`config.mk`:
```
export PLATFORM = sky130hd
export DESIGN_NAME = d_register_pipe
export DESIGN_NICKNAME = d
export VERILOG_FILES = /design/src/rtl/d_register_pipe.sv
export SDC_FILE = /design/constraint.sdc
export NUM_CORES = 1
export LEC_CHECK = 0
export CAP_MARGIN = 20
export CORE_ASPECT_RATIO = 1.1
export CORE_MARGIN = 4
export CORE_UTILIZATION = 44
export DETAILED_ROUTE_END_ITERATION = 6
export PLACE_DENSITY = 0.73
export SKIP_CTS_REPAIR_TIMING = 1
export SLEW_MARGIN = 40
export SYNTH_ARGS = -nofsm -noshare
export SYNTH_HDL_FRONTEND = slang
export SYNTH_SLANG_ARGS = --single-unit
export TNS_END_PERCENT = 50
```
`constraint.sdc`:
```
create_clock -name clk -period 2 [get_ports clk]
set_clock_uncertainty 0.1 [all_clocks]
set_input_delay 0.4 -clock clk [delete_from_list [all_inputs] [get_ports clk]]
set_output_delay 0.4 -clock clk [all_outputs]
set_load 0.05 [all_outputs]
```
`src/rtl/d_register_pipe.sv`:
```
// d_register_pipe: WIDTH-bit, DEPTH-stage D-register delay line with per-stage valid,
// stall, flush and occupancy count. Define D_REGISTER_PIPE_TAPS_EN to expose taps/tap_valid.
module d_register_pipe #(
    parameter int                 WIDTH       = 8,
    parameter int                 DEPTH       = 4,
    parameter logic [WIDTH-1:0]   RESET_VALUE = {WIDTH{1'b0}},
    parameter int                 CNT_W       = $clog2(DEPTH + 1)
) (
    input  logic                   clk,
    input  logic                   rst,
    input  logic                   en,
    input  logic                   flush,
    input  logic                   in_valid,
    input  logic [WIDTH-1:0]       d,
    output logic [WIDTH-1:0]       q,
    output logic [WIDTH-1:0]       qbar,
    output logic                   out_valid,
`ifdef D_REGISTER_PIPE_TAPS_EN
    output logic [WIDTH*DEPTH-1:0] taps,
    output logic [DEPTH-1:0]       tap_valid,
`endif
    output logic [CNT_W-1:0]       count
);

    logic [DEPTH-1:0][WIDTH-1:0] stage;
    logic [DEPTH-1:0]            vld;
    logic [DEPTH-1:0]            vld_nxt;
    logic [CNT_W-1:0]            cnt;
    logic [CNT_W-1:0]            cnt_nxt;

    // Next valid vector (flush beats shift) and its population count
    always_comb begin
        vld_nxt = vld;
        if (flush) begin
            vld_nxt = '0;
        end else if (en) begin
            vld_nxt[0] = in_valid;
            for (int i = 1; i < DEPTH; i++) begin
                vld_nxt[i] = vld[i-1];
            end
        end
        cnt_nxt = '0;
        for (int i = 0; i < DEPTH; i++) begin
            cnt_nxt = cnt_nxt + CNT_W'(vld_nxt[i]);
        end
    end

    // Data stages: shift on enable regardless of flush or in_valid
    always_ff @(posedge clk) begin
        if (rst) begin
            for (int i = 0; i < DEPTH; i++) begin
                stage[i] <= RESET_VALUE;
            end
        end else if (en) begin
            stage[0] <= d;
            for (int i = 1; i < DEPTH; i++) begin
                stage[i] <= stage[i-1];
            end
        end
    end

    // Valid tags and occupancy count share the same next-state vector
    always_ff @(posedge clk) begin
        if (rst) begin
            vld <= '0;
            cnt <= '0;
        end else begin
            vld <= vld_nxt;
            cnt <= cnt_nxt;
        end
    end

    assign q         = stage[DEPTH-1];
    assign qbar      = ~q;
    assign out_valid = vld[DEPTH-1];
    assign count     = cnt;

`ifdef D_REGISTER_PIPE_TAPS_EN
    assign taps      = stage;
    assign tap_valid = vld;
`endif

endmodule

```
==> reports/metrics.csv <==
metric;value;unit
run_status;complete, no violations;
setup_viol;0;
yosys_warnings;0;
synth.most_common_cell;sky130_fd_sc_hd__dfxtp_1;
hold_path_class;flop to flop;
cp_cell_sequence;clkdlybuf4s50_1 > mux2i_1 > nor2_1 > fa_1 > ha_2 > ha_1 > nor2b_1;
pre_cts_ws;-0.351;ns
critPathMaxStageDelay;0.44;ns
worst-endpoint-required;2.11;ns
syn-mean-instance-area;10.6;um2
synth_top_family_by_area;multiplexers;
post_synth_num_cell_types;14;
post_synth_inst_count;146;
flow.area_growth_from_synthesis;19.9;%
layout.filler_cells;329;
viasPerCell;4.57;
reg2reg_to;count[1];
track_usage;11.7;%
synth.yosys.seq_area_share;50.6;%
drcViolationCount;0;
asyncSetResetFlopFracSynth;0;%
netSwitchingFraction;23.3;%
design_power_total;1.29;mW
synth_edf_count;0;
timing.critical_path.slowest_stage_cell;sky130_fd_sc_hd__fa_1;
grt_antenna_before_repair;0;
clk_latency;0.33;ns
synth.ff_latch_count;39;
synth.top_cells.by_area;sky130_fd_sc_hd__dfxtp_1, sky130_fd_sc_hd__mux2i_1, sky130_fd_sc_hd__nor2_1;
max-clock-path-buffers;2;
worst-setup-path-type;input port to flop;
final-seq-area;782;um2
ctsHtreeMaxLevel;2;
cap_viol_max_count;0;
grt_start_max_net_pins;40;
io_buffer_count;32;
compound_cell_area_share_of_the_yosys_netlist;0;%
setup_total_negative_slack;0;ns
ant_nets;0;
tritoncts_num_sinks;39;
grt_first_pass_wirelength;4180;um
mappedNetlistNets;162;
num_vias;1010;
yosysTopAreaCellShare;50.6;%
detailed_place_hpwl;1770;um
internal_dissipation;0.993;mW
power.ir.vdd_worst;0.444;mV
crit_arrival;2.07;ns
worst_hold_path.endpoint;stage[17];
min_delay_path_depth;2;
final_hold_viol_count;0;
hp-start;stage[9];
cp-end-kind;flop;
fin_nets;188;
rrSetupSlack;0.10;ns
pin_count;33;
share_comb_of_total_power;9.2;%
start_kind;input port;
finalCriticalPeriod;1.96;ns
n_antenna_cell;0;
synth_adder_area_share;2.92;%
place.gp.congestion;0.707;
r2r.worst_path.cells;6;
dominantRegCellSynth;sky130_fd_sc_hd__dfxtp_1;
power_density;700;mW/mm2
multi_input_area;582;um2
drt_first_iter_violations;44;
critical_path.reg2reg.startpoint;vld[2];
postPlaceCellArea;0.00177;mm2
synth.cell_area;0.00154;mm2
share_of_post_route_cells_with_drive_strength_above_1;13.3;%
firstDrtPassIters;3;
clock_pin_slew_on_the_worst_setup_and_hold_paths;0.11;ns
yosys.area.top_type;sky130_fd_sc_hd__dfxtp_1;
die-height;70.1;um
grt.overflow.total;0;
power_leakage;0.936;nW
tritoncts.num_buffers;5;
power_frac_seq;62.3;%
core_area;0.00336;mm2
floorplan.initialDensity;45.9;%
chipWidth;64.5;um
slew_violations;0;
achievable-frequency;511;MHz
post_synth_and_or_nand_nor_area_fraction;11.3;%
avgRoutedWirePerCell;11.2;um
timing.max_slew.rel_slack;66.0;%
p_sw;0.302;mW
power.clock.fraction;28.5;%
post_synth_xor_area_fraction;0;%
layout_setup_ws;0.0426;ns
synth.mux.area_fraction;23.4;%
cts_tree;yes;
ys_top_cells_by_count;sky130_fd_sc_hd__dfxtp_1, sky130_fd_sc_hd__mux2i_1, sky130_fd_sc_hd__nor2_1;
timing.final.crit_share;97.9;%
design.die.area;0.00452;mm2
tightestPinTransition;0.509;ns
finalInstanceArea;0.00185;mm2
first_global_vias;1000;
placementRows;22;
critPathMaxFanout;2;
cts-root-buf;sky130_fd_sc_hd__clkbuf_4;
detail_route.wirelength;2480;um
-- power groups by stage --
| stage | combinational (mW) | sequential (mW) | clock (mW) |
|---|---|---|---|
| 2_1_floorplan | 0.0941 | 0.825 | 0 |
| 3_3_place_gp | 0.118 | 0.824 | 0 |
| 3_5_place_dp | 0.120 | 0.825 | 0 |
| 4_1_cts | 0.121 | 0.807 | 0.387 |
| 5_1_grt | 0.129 | 0.810 | 0.419 |
| 6_report | 0.118 | 0.807 | 0.369 |
-- how the worst max path moves through the flow --
stage                     cells past startpoint  slack, ns      from  endpoint
final                                         7       0.04  in_valid  count[1]
after global routing                          6      -0.03    vld[2]  count[1]
after CTS                                     1      -0.04      q[1]      q[1]
after detailed placement                      7      -0.35  in_valid  count[1]
after global placement                        7      -0.26  in_valid  count[1]
after floorplan                               7      -0.04        en  count[1]
-- flip-flops by register name, summed over array words and instances, names as in the netlist --
signal,flops
count,3
q,8
stage,24
vld,4
-- cell usage in the layout, fill, tap and decap left out --
master,Yosys,final
sky130_fd_sc_hd__dfxtp_2,0,1
sky130_fd_sc_hd__ha_1,2,1
sky130_fd_sc_hd__clkbuf_4,0,5
sky130_fd_sc_hd__nor2_1,36,36
sky130_fd_sc_hd__ha_2,0,1
sky130_fd_sc_hd__fa_1,1,1
sky130_fd_sc_hd__clkinv_2,0,1
sky130_fd_sc_hd__buf_2,2,1
sky130_fd_sc_hd__inv_1,8,8
sky130_fd_sc_hd__nor3_1,4,4
sky130_fd_sc_hd__buf_4,8,14
sky130_fd_sc_hd__dlymetal6s2s_1,0,10
sky130_fd_sc_hd__clkdlybuf4s50_1,0,11
sky130_fd_sc_hd__mux2i_1,36,36
sky130_fd_sc_hd__dfxtp_1,39,38
sky130_fd_sc_hd__nor2b_1,3,3
sky130_fd_sc_hd__clkbuf_1,2,2
-- cells by family after synthesis --
group | after synthesis
and+or+nand+nor | 43
DFF | 39
muxes | 36
adders and majority gates | 3
buffers and inverters | 25
-- worst max-delay path: cells and delay by family --
kind	cells	cell delay, ns
buffers and inverters	1	0.40
multiplexers	1	0.20
AND/OR/NAND/NOR	2	0.20
adder cells (fa/ha/maj)	3	0.88
-- layout make-up --
type                            instances  area share, %
Timing Repair Buffer                   36           18.7
Clock inverter                          1          0.271
Multi-Input combinational cell         82           31.5
Tap cell                               48           3.25
Inverter                                8           1.62
Clock buffer                            7           2.44
Sequential cell                        39           42.3
-- per-stage QoR --
| stage | util [%] | hold WS (ns) | std cells |
|---|---|---|---|
| final | 55.1 | 0.402 | 221 |
| after global placement | 52.8 | 0.373 | 213 |
| after detailed placement | 52.8 | 0.386 | 213 |
| after global routing | 55.1 | 0.402 | 221 |
| after floorplan | - | 0.360 | 146 |
| after CTS | 54.3 | 0.386 | 221 |
-- layer usage --
| layer | wire [um] | track usage, % | vias up |
|---|---|---|---|
| li1 | - | - | 510 |
| met5 | 0 | 0 | - |
| met4 | 62 | 6.34 | 0 |
| met3 | 137 | 5.14 | 7 |
| met2 | 1210 | 19.6 | 26 |
| met1 | 1070 | 12.1 | 467 |
No activity file was read; power rests on OpenSTA's default activity.
